<file path="config.mk">
export PLATFORM = sky130hd
export DESIGN_NAME = ysyx_22040125_mem_arbiter_flat
export DESIGN_NICKNAME = d
export VERILOG_FILES = /design/src/rtl/ysyx_22040125_mem_arbiter_if.sv /design/src/rtl/ysyx_22040125_mem_arbiter.sv /design/src/flat_wrapper.sv
export SDC_FILE = /design/constraint.sdc
export NUM_CORES = 1
export LEC_CHECK = 0
export ABC_AREA = 1
export CORE_MARGIN = 1
export CORE_UTILIZATION = 25
export DETAILED_ROUTE_END_ITERATION = 6
export PLACE_DENSITY = 0.47
export SLEW_MARGIN = 20
export SYNTH_ARGS = -nofsm -noshare
export SYNTH_HDL_FRONTEND = slang
export SYNTH_SLANG_ARGS = --single-unit
</file>
<file path="constraint.sdc">
create_clock -name clk -period 9 [get_ports clk]
set_input_delay 0.9 -clock clk [delete_from_list [all_inputs] [get_ports clk]]
set_output_delay 0.9 -clock clk [all_outputs]
set_load 0.005 [all_outputs]
</file>
<file path="src/rtl/ysyx_22040125_mem_arbiter_if.sv">
// Request/response handshakes and RAM port of the IF/LSU memory arbiter.
// slave: the arbiter side; master: the requesters and the RAM.
interface ysyx_22040125_mem_arbiter_if #(
    parameter int unsigned RAM_AW = 32
) ();
    logic              if_req_valid;
    logic              if_req_ready;
    logic [63:0]       if_req_addr;
    logic              if_resp_valid;
    logic              if_resp_ready;
    logic [63:0]       if_resp_data;

    logic              lsu_req_valid;
    logic              lsu_req_ready;
    logic [63:0]       lsu_req_addr;
    logic              lsu_req_wen;
    logic [63:0]       lsu_req_wdata;
    logic [7:0]        lsu_req_wstrb;
    logic              lsu_resp_valid;
    logic              lsu_resp_ready;
    logic [63:0]       lsu_resp_rdata;

    logic [RAM_AW-1:0] ram_addr;
    logic [63:0]       ram_wdata;
    logic              ram_wen;
    logic [63:0]       ram_rdata;

    modport slave (
        input  if_req_valid, if_req_addr, if_resp_ready,
        output if_req_ready, if_resp_valid, if_resp_data,
        input  lsu_req_valid, lsu_req_addr, lsu_req_wen, lsu_req_wdata, lsu_req_wstrb,
        input  lsu_resp_ready,
        output lsu_req_ready, lsu_resp_valid, lsu_resp_rdata,
        output ram_addr, ram_wdata, ram_wen,
        input  ram_rdata
    );

    modport master (
        output if_req_valid, if_req_addr, if_resp_ready,
        input  if_req_ready, if_resp_valid, if_resp_data,
        output lsu_req_valid, lsu_req_addr, lsu_req_wen, lsu_req_wdata, lsu_req_wstrb,
        output lsu_resp_ready,
        input  lsu_req_ready, lsu_resp_valid, lsu_resp_rdata,
        input  ram_addr, ram_wdata, ram_wen,
        output ram_rdata
    );
endinterface

</file>
<file path="src/rtl/ysyx_22040125_mem_arbiter.sv">
// Shares one single-port 64-bit RAM between IF reads and LSU reads/writes (read-merge-write).
// Define YSYX_22040125_ARB_ROUND_ROBIN_EN for round-robin arbitration instead of LSU priority.
module ysyx_22040125_mem_arbiter #(
    parameter logic [63:0] BASE_ADDR = 64'h8000_0000,
    parameter int unsigned RAM_AW    = 32
) (
    input logic                        clk,
    input logic                        rst,
    ysyx_22040125_mem_arbiter_if.slave bus
);
    typedef enum logic [1:0] {StIdle, StAccess, StMergeWr, StResp} state_e;

    state_e            state_q, state_d;
    logic [RAM_AW-1:0] idx_q, idx_d;
    logic              wen_q, wen_d;
    logic [63:0]       wdata_q, wdata_d;
    logic [7:0]        wstrb_q, wstrb_d;
    logic              owner_lsu_q, owner_lsu_d;
    logic [63:0]       merged_q, merged_d;
    logic [63:0]       rdata_q, rdata_d;

    logic              lsu_win, if_win;
    logic [63:0]       req_off;
    logic [63:0]       strb_mask;
    logic              ram_wen;
    logic [63:0]       ram_wdata;

`ifdef YSYX_22040125_ARB_ROUND_ROBIN_EN
    logic last_lsu_q, last_lsu_d;
    // On a tie the requester that was not granted last wins.
    assign lsu_win = bus.lsu_req_valid && (!bus.if_req_valid || !last_lsu_q);
`else
    assign lsu_win = bus.lsu_req_valid;
`endif
    assign if_win = bus.if_req_valid && !lsu_win;

    assign bus.lsu_req_ready  = (state_q == StIdle) && lsu_win;
    assign bus.if_req_ready   = (state_q == StIdle) && if_win;
    assign bus.lsu_resp_valid = (state_q == StResp) && owner_lsu_q;
    assign bus.if_resp_valid  = (state_q == StResp) && !owner_lsu_q;
    assign bus.lsu_resp_rdata = rdata_q;
    assign bus.if_resp_data   = rdata_q;
    assign bus.ram_addr       = idx_q;
    assign bus.ram_wen        = ram_wen;
    assign bus.ram_wdata      = ram_wdata;

    always_comb begin
        req_off = ((lsu_win ? bus.lsu_req_addr : bus.if_req_addr) - BASE_ADDR) >> 3;
        for (int i = 0; i < 8; i++) begin
            strb_mask[8*i +: 8] = {8{wstrb_q[i]}};
        end
    end

    always_comb begin
        state_d     = state_q;
        idx_d       = idx_q;
        wen_d       = wen_q;
        wdata_d     = wdata_q;
        wstrb_d     = wstrb_q;
        owner_lsu_d = owner_lsu_q;
        merged_d    = merged_q;
        rdata_d     = rdata_q;
        ram_wen     = 1'b0;
        ram_wdata   = 64'h0;
`ifdef YSYX_22040125_ARB_ROUND_ROBIN_EN
        last_lsu_d  = last_lsu_q;
`endif
        unique case (state_q)
            StIdle: begin
                if (lsu_win || if_win) begin
                    idx_d       = req_off[RAM_AW-1:0];
                    wen_d       = lsu_win && bus.lsu_req_wen;
                    wdata_d     = bus.lsu_req_wdata;
                    wstrb_d     = bus.lsu_req_wstrb;
                    owner_lsu_d = lsu_win;
`ifdef YSYX_22040125_ARB_ROUND_ROBIN_EN
                    last_lsu_d  = lsu_win;
`endif
                    state_d     = StAccess;
                end
            end
            StAccess: begin
                if (!wen_q) begin
                    rdata_d = bus.ram_rdata;
                    state_d = StResp;
                end else if (wstrb_q == 8'hFF) begin
                    ram_wen   = 1'b1;
                    ram_wdata = wdata_q;
                    rdata_d   = 64'h0;
                    state_d   = StResp;
                end else if (wstrb_q == 8'h00) begin
                    rdata_d = 64'h0;
                    state_d = StResp;
                end else begin
                    // RAM only takes whole words: splice the strobed bytes into the old word.
                    merged_d = (wdata_q & strb_mask) | (bus.ram_rdata & ~strb_mask);
                    rdata_d  = 64'h0;
                    state_d  = StMergeWr;
                end
            end
            StMergeWr: begin
                ram_wen   = 1'b1;
                ram_wdata = merged_q;
                state_d   = StResp;
            end
            StResp: begin
                if (owner_lsu_q ? bus.lsu_resp_ready : bus.if_resp_ready) begin
                    state_d = StIdle;
                end
            end
            default: state_d = StIdle;
        endcase
    end

    always_ff @(posedge clk or posedge rst) begin
        if (rst) begin
            state_q     <= StIdle;
            idx_q       <= '0;
            wen_q       <= 1'b0;
            wdata_q     <= 64'h0;
            wstrb_q     <= 8'h0;
            owner_lsu_q <= 1'b0;
            merged_q    <= 64'h0;
            rdata_q     <= 64'h0;
        end else begin
            state_q     <= state_d;
            idx_q       <= idx_d;
            wen_q       <= wen_d;
            wdata_q     <= wdata_d;
            wstrb_q     <= wstrb_d;
            owner_lsu_q <= owner_lsu_d;
            merged_q    <= merged_d;
            rdata_q     <= rdata_d;
        end
    end

`ifdef YSYX_22040125_ARB_ROUND_ROBIN_EN
    always_ff @(posedge clk or posedge rst) begin
        if (rst) begin
            last_lsu_q <= 1'b1;
        end else begin
            last_lsu_q <= last_lsu_d;
        end
    end
`endif
endmodule

</file>
<file path="src/flat_wrapper.sv">
// flat-port wrapper written by rule: the top's interface ports become plain ports
module ysyx_22040125_mem_arbiter_flat 
#(
    parameter logic [63:0] BASE_ADDR = 64'h8000_0000,
    parameter int unsigned RAM_AW    = 32
)
  (clk, rst, bus_if_req_valid, bus_if_req_addr, bus_if_resp_ready, bus_if_req_ready, bus_if_resp_valid, bus_if_resp_data, bus_lsu_req_valid, bus_lsu_req_addr, bus_lsu_req_wen, bus_lsu_req_wdata, bus_lsu_req_wstrb, bus_lsu_resp_ready, bus_lsu_req_ready, bus_lsu_resp_valid, bus_lsu_resp_rdata, bus_ram_addr, bus_ram_wdata, bus_ram_wen, bus_ram_rdata);
  ysyx_22040125_mem_arbiter_if #(.RAM_AW(RAM_AW)) bus_i ();
  input logic clk;
  input logic rst;
  input wire logic [$bits(bus_i.if_req_valid)-1:0] bus_if_req_valid;
  input wire logic [$bits(bus_i.if_req_addr)-1:0] bus_if_req_addr;
  input wire logic [$bits(bus_i.if_resp_ready)-1:0] bus_if_resp_ready;
  output wire logic [$bits(bus_i.if_req_ready)-1:0] bus_if_req_ready;
  output wire logic [$bits(bus_i.if_resp_valid)-1:0] bus_if_resp_valid;
  output wire logic [$bits(bus_i.if_resp_data)-1:0] bus_if_resp_data;
  input wire logic [$bits(bus_i.lsu_req_valid)-1:0] bus_lsu_req_valid;
  input wire logic [$bits(bus_i.lsu_req_addr)-1:0] bus_lsu_req_addr;
  input wire logic [$bits(bus_i.lsu_req_wen)-1:0] bus_lsu_req_wen;
  input wire logic [$bits(bus_i.lsu_req_wdata)-1:0] bus_lsu_req_wdata;
  input wire logic [$bits(bus_i.lsu_req_wstrb)-1:0] bus_lsu_req_wstrb;
  input wire logic [$bits(bus_i.lsu_resp_ready)-1:0] bus_lsu_resp_ready;
  output wire logic [$bits(bus_i.lsu_req_ready)-1:0] bus_lsu_req_ready;
  output wire logic [$bits(bus_i.lsu_resp_valid)-1:0] bus_lsu_resp_valid;
  output wire logic [$bits(bus_i.lsu_resp_rdata)-1:0] bus_lsu_resp_rdata;
  output wire logic [$bits(bus_i.ram_addr)-1:0] bus_ram_addr;
  output wire logic [$bits(bus_i.ram_wdata)-1:0] bus_ram_wdata;
  output wire logic [$bits(bus_i.ram_wen)-1:0] bus_ram_wen;
  input wire logic [$bits(bus_i.ram_rdata)-1:0] bus_ram_rdata;
  assign bus_i.if_req_valid = bus_if_req_valid;
  assign bus_i.if_req_addr = bus_if_req_addr;
  assign bus_i.if_resp_ready = bus_if_resp_ready;
  assign bus_if_req_ready = bus_i.if_req_ready;
  assign bus_if_resp_valid = bus_i.if_resp_valid;
  assign bus_if_resp_data = bus_i.if_resp_data;
  assign bus_i.lsu_req_valid = bus_lsu_req_valid;
  assign bus_i.lsu_req_addr = bus_lsu_req_addr;
  assign bus_i.lsu_req_wen = bus_lsu_req_wen;
  assign bus_i.lsu_req_wdata = bus_lsu_req_wdata;
  assign bus_i.lsu_req_wstrb = bus_lsu_req_wstrb;
  assign bus_i.lsu_resp_ready = bus_lsu_resp_ready;
  assign bus_lsu_req_ready = bus_i.lsu_req_ready;
  assign bus_lsu_resp_valid = bus_i.lsu_resp_valid;
  assign bus_lsu_resp_rdata = bus_i.lsu_resp_rdata;
  assign bus_ram_addr = bus_i.ram_addr;
  assign bus_ram_wdata = bus_i.ram_wdata;
  assign bus_ram_wen = bus_i.ram_wen;
  assign bus_i.ram_rdata = bus_ram_rdata;
  ysyx_22040125_mem_arbiter #(.BASE_ADDR(BASE_ADDR), .RAM_AW(RAM_AW)) u_core (.clk(clk), .rst(rst), .bus(bus_i));
endmodule
</file>
==> run_results.csv, run 1 <==
group,metric,value,unit
status,status,"finished clean",
routing,drt_wl_total,44100,um
global_routing,grt_pass1_vias,10900,
sta,setup_viol,0,
clock_tree,htree_levels,1,
setup_path,path_cells,"inv_1 > ha_4 > nand2_4 > nor2_4 > buf_4 > nand2_1 > a21oi_1 > clkdlybuf4s50_1",
setup_path,required,8100,ps
global_routing,grt_use_met2,0.290,
routing,ant_nets,0,
clock_tree,clk_pin_slew,50,ps
setup_path,r2r_slack,5560,ps
place,port_buffers,435,
floorplan,die_w,222,um
setup_path,cp_slowest_cell,"ha_4",
sta,fmax,0.215,GHz
synth,ys_ff_latch,236,
synth,synth_top_area_share,0.488,
global_routing,grt_pass1_wl,67200,um
setup_path,cp_max_fo,67,
clock_tree,cts_tree,"yes",
floorplan,dieArea,49300,um^2
finish,finalNetCount,2111,
synth,synth_compound_area_frac,0.150,
setup_path,worst-path-buf-inv,3,
setup_path,arrival,3760,ps
clock_tree,ctsLongestPathBuffers,3,
worst_hold_path,min_to,"u_core.merged_q[39]",
routing,via_count,10900,
global_routing,grt_util_met1,0.226,
setup_path,rr_worst_depth,8,
floorplan,core-area,47700,um^2
finish,syn_to_final_growth,43.6,%
worst_hold_path,hold_class,"reg2reg",
flow_run,maxCapViolCount,0,
worst_hold_path,min_path_cells,2,
clock_tree,clock_latency,580,ps
setup_path,critPathKind,"reg2out",
global_routing,grt_busiest_layer,"met2",
setup_path,max_stage_delay,840,ps
floorplan,rows,80,
setup_path,rr_startpoint,"u_core.state_q[1]",
sta,slew_headroom,0.308,
clock_tree,ctsResizeCount,0,
global_routing,antenna_found_initial,4,
setup_path,timing.rr.end,"u_core.merged_q[42]",
synth,synth_simple_gate_area_frac,0.222,
sta,hold_viol_final,0,
synth,synth_fa_ha_area_frac,0.00620,
setup_path,crit_path_end_kind,"output port",
sta,finalMaxSlewViolations,0,
synth,synth_seq_area_share,0.488,
synth,synthArstFlopShare,1.00,
synth,yosys_warnings,0,
finish,fill_cells,4984,
synth,synth_ff_type,"dfrtp_1",
routing,drc_errors,0,
synth,yosys-top-cells-area,"dfrtp_1, nand2_1, buf_4, inv_1, a21oi_2",
global_routing,grt_use_total,0.176,
floorplan,die_h,222,um
routing,viasPerCell,4.42,
routing,drt_iter0_drc,606,
synth,yosysMostFrequentCell,"nand2_1",
place,gp_congestion,0.740,
sta,fin_crit_sh,0.517,
routing,wl_per_cell,17.8,um
synth,synth_common_cells,"nand2_1, dfrtp_1, inv_1",
clock_tree,cts_buffers,30,
synth,syn_inst,1517,
power_and_ir_drop,p_leak,7.69,nW
setup_path,crit_family,"buffers and inverters",
clock_tree,postCtsSetupBuffers,0,
setup_path,startpoint_type,"flop",
clock_tree,cts_hold_buffers,0,
place,dp_hpwl,28100,um
synth,synth_nets,1794,
global_routing,grt_use_met3,0.0444,
clock_tree,numClockSinks,236,
power_and_ir_drop,p_total,5.83,mW
synth,synth_area,12100,um^2
synth,synth.largest_area_cell,"dfrtp_1",
sta,fin_ws,4340,ps
sta,timing.final.crit_period,4660,ps
synth,ys_types,27,
sta,tightestPinTransition,1040,ps
finish,drive_gt1_frac,0.0997,
global_routing,grt_max_degree,104,
global_routing,grt_overflow,0,
worst_hold_path,hp-start,"u_core.merged_q[39]",
floorplan,ios,500,
place,place_ws,4810,ps
power_and_ir_drop,p_per_area,335,nW/um^2
sta,finalSetupTns,0,ps
clock_tree,root_buffer,"clkbuf_16",
sta,rsz0062_at_grt,"false",
place,placedCellCount,2417,
synth,synth_xor_area_frac,0.000723,
synth,synth_edf_count,0,
routing,firstDrtPassIters,4,
power_and_ir_drop,irDropWorstVdd,0.168,mV
synth,synth_mux_area_frac,0,
synth,postSynthAreaPerCell,7.99,um^2
finish,layout.cells.non_filler,2474,
sta,finClkSkew,24.7,ps
floorplan,initial_core_util,0.254,
synth,synth_top_family_by_area,"simple AND/OR/NAND/NOR gates",
==> cell families (layout without fill, tap and decap cells) <==
kind of cell / Yosys count / count (layout)
flip-flops: 236 / 236
AO/OA/AOI/OAI: 302 / 302
XOR/XNOR: 1 / 1
buffers and inverters: 311 / 650
adder cells (fa/ha/maj): 6 / 6
other: 0 / 3
AND/OR/NAND/NOR: 661 / 661
==> placed cells by master, fill, tap and decap left out, types with 28 or more instances in the layout <==
cell | netlist | routed
clkdlybuf4s50_1 | 0 | 435
nand2_1 | 558 | 555
o22ai_1 | 64 | 64
nor2_1 | 36 | 36
a31oi_1 | 28 | 28
clkbuf_16 | 0 | 31
inv_1 | 140 | 139
a21oi_2 | 50 | 50
o21ai_0 | 84 | 84
nand2_2 | 52 | 52
dfrtp_1 | 236 | 236
o21ai_1 | 61 | 61
==> report_power, final <==
part | total [mW] | internal [mW] | leakage, nW | switching, mW
clock | 1.30 | 0.813 | 0.521 | 0.486
combinational | 2.51 | 1.19 | 4.26 | 1.32
sequential | 2.02 | 1.57 | 2.91 | 0.452
total | 5.83 | 3.57 | 7.69 | 2.25
==> worst register-to-register path, cell delays in order, from the launching register on <==
cell	delay (ps)
dfrtp_1	420
inv_1	180
ha_4	840
nand2_4	100
buf_4	430
nor2_8	660
buf_4	520
nand2_1	130
nand2_1	80
==> metrics by stage <==
| step | area, um^2 | hold slack [ps] | utilization |
|---|---|---|---|
| after floorplan | 12100 | 446 | - |
| after global placement | 16300 | 463 | 0.342 |
| after detailed placement | 16300 | 467 | 0.342 |
| after CTS | 17400 | 482 | 0.364 |
| after global routing | 17400 | 498 | 0.364 |
| final | 17400 | 477 | 0.364 |
==> layer usage <==
metal	wire length (um)	up-vias
li1	-	5337
met1	19500	5209
met2	20600	328
met3	2870	61
met4	1060	2
met5	12	-
==> worst max-delay path by stage <==
stage | slack [ps] | cells past startpoint | startpoint | end
floorplan | 1630 | 1 | rst | u_core.bus.if_resp_data[0]
global placement | 4780 | 8 | bus_lsu_req_valid | u_core.wdata_q[34]
detailed placement | 4810 | 8 | bus_lsu_req_valid | u_core.wdata_q[47]
CTS | 4230 | 8 | u_core.state_q[1] | bus_ram_wdata[49]
global route | 4030 | 8 | u_core.state_q[1] | bus_ram_wdata[49]
finish | 4340 | 8 | u_core.state_q[1] | bus_ram_wdata[49]
==> flip-flops by register name (all words and copies together) (netlist names) <==
| signal | cells |
|---|---|
| u_core.bus.if_resp_data | 64 |
| u_core.merged_q | 64 |
| u_core.wdata_q | 64 |
| u_core.bus.ram_addr | 32 |
| u_core.wstrb_q | 8 |
| u_core.state_q | 2 |
| u_core.owner_lsu_q | 1 |
| u_core.wen_q | 1 |
==> cell type report <==
cell class,count,area [um^2],area share
Clock inverter,6,130,0.00748
Clock buffer,48,930,0.0535
Timing Repair Buffer,447,4440,0.256
Sequential cell,236,5910,0.340
Antenna cell,3,7.51,0.000432
Multi-Input combinational cell,970,4630,0.266
Tap cell,615,769,0.0442
Inverter,149,569,0.0327
Power figures use the tool's default switching activity.
==> run 2: changes to the inputs <==
==> constraint.sdc (replaced) <==
create_clock -name clk -period 4.3 [get_ports clk]
set_input_delay 0.43 -clock clk [delete_from_list [all_inputs] [get_ports clk]]
set_output_delay 0.43 -clock clk [all_outputs]
set_load 0.005 [all_outputs]
==> run_results.csv, run 2 (synthesis gave the netlist of run 1 again) <==
group,metric,value,unit
status,status,"finished clean",
sta,finClkSkew,8.59,ps
clock_tree,clk_pin_slew,60,ps
setup_path,required,3870,ps
sta,timing.final.crit_period,3690,ps
clock_tree,cts_tree,"yes",
floorplan,rows,80,
sta,finalMaxSlewViolations,0,
setup_path,arrival,3260,ps
setup_path,critPathKind,"reg2out",
global_routing,grt_max_degree,134,
sta,setup_viol,0,
clock_tree,postCtsSetupBuffers,0,
power_and_ir_drop,irDropWorstVdd,0.337,mV
setup_path,rr_startpoint,"u_core.state_q[0]",
sta,finalSetupTns,0,ps
finish,syn_to_final_growth,43.6,%
place,gp_congestion,0.756,
routing,viasPerCell,4.37,
setup_path,rr_worst_depth,8,
setup_path,crit_path_end_kind,"output port",
place,placedCellCount,2421,
global_routing,antenna_found_initial,4,
clock_tree,cts_buffers,30,
routing,drt_iter0_drc,549,
routing,drt_wl_total,43200,um
setup_path,startpoint,"u_core.wstrb_q[5]",
global_routing,grt_pass1_wl,66400,um
setup_path,startpoint_type,"flop",
clock_tree,ctsLongestPathBuffers,3,
sta,hold_viol_final,0,
finish,layout_commonest_cell,"nand2_1",
routing,ant_nets,0,
global_routing,grt_overflow,0,
floorplan,ios,500,
routing,wl_per_cell,17.5,um
place,port_buffers,435,
sta,tightestPinTransition,1040,ps
floorplan,die_w,222,um
floorplan,die_h,222,um
routing,via_count,10800,
sta,fin_crit_sh,0.858,
global_routing,grt_pass1_vias,11100,
finish,layout.cells.non_filler,2476,
clock_tree,root_buffer,"clkbuf_16",
floorplan,initial_core_util,0.254,
place,dp_hpwl,28100,um
floorplan,dieArea,49300,um^2
sta,slew_headroom,0.306,
clock_tree,ctsResizeCount,0,
clock_tree,cts_hold_buffers,0,
flow_run,maxCapViolCount,0,
finish,mostFrequentLayoutCells,"nand2_1, clkdlybuf4s50_1, dfrtp_1, inv_1, o21ai_0",
setup_path,cp_max_fo,34,
global_routing,grt_use_total,0.173,
finish,fill_cells,5039,
clock_tree,clock_latency,570,ps
clock_tree,htree_levels,1,
routing,drc_errors,0,
clock_tree,numClockSinks,236,
routing,firstDrtPassIters,5,
setup_path,r2r_slack,1540,ps
floorplan,core-area,47700,um^2
power_and_ir_drop,p_leak,7.68,nW
setup_path,timing.rr.end,"u_core.wdata_q[53]",
finish,finalNetCount,2116,
finish,drive_gt1_frac,0.101,
sta,fmax,0.271,GHz
sta,rsz0062_at_grt,"false",
worst_hold_path,hold_class,"in2async",
power_and_ir_drop,p_per_area,694,nW/um^2
## run 2: cell types whose count changed in the layout (fill, tap and decap cells not counted), moves of 2 or more
| cell | change |
|---|---|
| clkbuf_8 | -5 |
| buf_12 | +4 |
| clkbuf_1 | +2 |
| clkinv_2 | +2 |
| clkinvlp_4 | +2 |
| diode_2 | -2 |
## run 2: routing by layer
metal,share of wire,track usage
met4,0.022,0.0466
met1,0.44,0.219
met2,0.47,0.290
met5,0.0010,0
met3,0.066,0.0441
## run 2: layout make-up
cell class                 instances  area [um^2]  share of cell area
sequential                       236         5910               0.339
multi-input combinational        970         4630               0.266
timing repair buffer             452         4530               0.261
clock buffer                      45          868              0.0499
tap                              615          769              0.0442
inverter                         149          566              0.0325
clock inverter                     8          118             0.00676
antenna                            1         2.50            0.000144
## run 2: worst max path at each step
stage,end,depth (start not counted)
5_1_grt,bus_ram_wdata[49],8
6_report,bus_ram_wdata[30],8
4_1_cts,bus_ram_wdata[49],8
2_1_floorplan,u_core.bus.if_resp_data[0],1
3_5_place_dp,bus_ram_wdata[49],8
3_3_place_gp,bus_ram_wdata[30],8
## run 2: stage by stage
step | utilization | total power, mW | instance area (um^2) | setup slack, ps | hold slack [ps]
detailed placement | 0.343 | 9.65 | 16400 | 1140 | 469
global route | 0.364 | 13.0 | 17400 | 380 | 392
CTS | 0.364 | 12.3 | 17400 | 511 | 358
global placement | 0.343 | 9.58 | 16400 | 1180 | 463
floorplan | - | 7.05 | 12100 | 778 | 446
finish | 0.364 | 12.1 | 17400 | 612 | 391
## run 2: where the power goes
group	switching, mW	internal, mW
Combinational	2.83	2.54
Clock	1.02	1.56
Sequential	0.839	3.29
Total	4.69	7.39
## run 2: critical path, stage by stage (launching register included)
cell and delay, ps:
dfrtp_1 790, nand2_2 140, nor2_4 150, nand2_4 80, nor2_4 80, buf_4 540, nand2_1 100, a21oi_1 230
clkdlybuf4s50_1 560
==> run 3: changes to the inputs <==
--- a/config.mk
+++ b/config.mk
@@ -8,9 +8,10 @@
 export ABC_AREA = 1
 export CORE_MARGIN = 1
 export CORE_UTILIZATION = 25
+export CTS_CLUSTER_DIAMETER = 120
 export DETAILED_ROUTE_END_ITERATION = 6
 export PLACE_DENSITY = 0.47
-export SLEW_MARGIN = 20
+export SLEW_MARGIN = 15
 export SYNTH_ARGS = -nofsm -noshare
 export SYNTH_HDL_FRONTEND = slang
 export SYNTH_SLANG_ARGS = --single-unit
==> constraint.sdc (replaced) <==
create_clock -name clk -period 4.8 [get_ports clk]
set_input_delay 0.48 -clock clk [delete_from_list [all_inputs] [get_ports clk]]
set_output_delay 0.48 -clock clk [all_outputs]
set_load 0.005 [all_outputs]
==> run_results.csv, run 3 (synthesis gave the netlist of run 1 again) <==
group,metric,value,unit
clock_tree,postCtsSetupBuffers,0,
power_and_ir_drop,irDropWorstVdd,0.576,mV
routing,drt_wl_total,43600,um
clock_tree,cts_tree,"yes",
routing,firstDrtPassIters,5,
routing,drc_errors,0,
sta,finalMaxSlewViolations,0,
clock_tree,cts_hold_buffers,0,
global_routing,antenna_found_initial,6,
finish,finalNetCount,2113,
routing,wl_per_cell,17.6,um
routing,viasPerCell,4.40,
finish,mostFrequentLayoutCells,"nand2_1, clkdlybuf4s50_1, dfrtp_1, inv_1, o21ai_0",
global_routing,grt_pass1_vias,10900,
flow_run,maxCapViolCount,0,
clock_tree,numClockSinks,236,
routing,via_count,10900,
floorplan,rows,80,
clock_tree,ctsResizeCount,0,
sta,tightestPinTransition,1090,ps
global_routing,grt_use_total,0.173,
setup_path,cp_max_fo,34,
sta,slew_headroom,0.275,
global_routing,grt_overflow,0,
sta,hold_viol_final,0,
sta,fmax,0.266,GHz
clock_tree,cts_buffers,30,
finish,layout.cells.non_filler,2474,
finish,final_cell_area,17400,um^2
routing,drt_iter0_drc,529,
floorplan,ios,500,
clock_tree,clock_latency,580,ps
sta,finClkSkew,11.6,ps
setup_path,required,4320,ps
setup_path,startpoint_type,"flop",
place,place_ws,1540,ps
sta,timing.final.crit_period,3760,ps
floorplan,initial_core_util,0.254,
setup_path,critPathKind,"reg2out",
floorplan,die_w,222,um
clock_tree,root_buffer,"clkbuf_16",
place,port_buffers,435,
floorplan,dieArea,49300,um^2
sta,fin_ws,1040,ps
sta,finalSetupTns,0,ps
routing,ant_nets,0,
finish,layout_commonest_cell,"nand2_1",
clock_tree,ctsLongestPathBuffers,3,
sta,setup_viol,0,
clock_tree,htree_levels,1,
status,status,"finished clean",
global_routing,grt_pass1_wl,66500,um
place,placedCellCount,2419,
floorplan,core-area,47700,um^2
finish,drive_gt1_frac,0.102,
sta,rsz0062_at_grt,"false",
place,gp_congestion,0.757,
setup_path,crit_path_end_kind,"output port",
clock_tree,clk_pin_slew,60,ps
power_and_ir_drop,p_leak,7.67,nW
place,dp_hpwl,28300,um
finish,syn_to_final_growth,43.2,%
global_routing,grt_max_degree,111,
floorplan,die_h,222,um
place,dpl_cell_area,16400,um^2
sta,fin_crit_sh,0.783,
setup_path,arrival,3280,ps
power_and_ir_drop,p_per_area,620,nW/um^2
worst_hold_path,hold_class,"in2async",
[run 3: area by class of cell]
| class | instances | area (um^2) |
|---|---|---|
| Antenna cell | 1 | 2.50 |
| Clock buffer | 49 | 963 |
| Clock inverter | 5 | 27.5 |
| Fill cell | 5013 | 30400 |
| Inverter | 149 | 566 |
| Multi-Input combinational cell | 970 | 4630 |
| Sequential cell | 236 | 5910 |
| Tap cell | 615 | 769 |
| Timing Repair Buffer | 449 | 4480 |
[run 3: stage by stage]
step | hold slack (ps) | power, mW | util
2_1_floorplan | 446 | 6.32 | -
6_report | 360 | 10.8 | 0.363
5_1_grt | 392 | 11.6 | 0.363
3_5_place_dp | 469 | 8.63 | 0.343
4_1_cts | 354 | 11.0 | 0.363
3_3_place_gp | 461 | 8.57 | 0.343
[run 3: critical path, cell delays in order (launching register included)]
cell and delay [ps]:
dfrtp_1 800, nand2_2 120, nor2_4 160, nand2_4 80, nor2_4 90, buf_4 540
nand2_1 120, a21oi_1 190, clkdlybuf4s50_1 590
[run 3: where the power goes]
| group | total, mW | switching [mW] | internal, mW |
|---|---|---|---|
| Clock | 2.27 | 0.914 | 1.35 |
| Sequential | 3.79 | 0.845 | 2.94 |
| Combinational | 4.71 | 2.46 | 2.24 |
[run 3: path summary, 6_finish.rpt]
check                                     end  cells past startpoint                 start  slack [ps]
setup reg to reg           u_core.wdata_q[42]                      8     u_core.state_q[0]        1920
setup / recovery            bus_ram_wdata[49]                      8     u_core.wstrb_q[4]        1040
hold / removal             u_core.wdata_q[54]                      2                   rst         360
min in group clk            u_core.wdata_q[4]                      3  bus_lsu_req_wdata[4]         440
hold reg to reg            u_core.merged_q[9]                      2    u_core.merged_q[9]         480
max in group asynchronous   u_core.wdata_q[2]                      3                   rst        3360
[run 3: metal layers]
layer | vias to the layer above | global-route usage | part of all wire
li1 | 5334 | - | -
met1 | 5205 | 0.220 | 0.43
met2 | 292 | 0.294 | 0.48
met3 | 50 | 0.0455 | 0.068
met4 | 10 | 0.0376 | 0.014
met5 | - | 0 | 0.0016
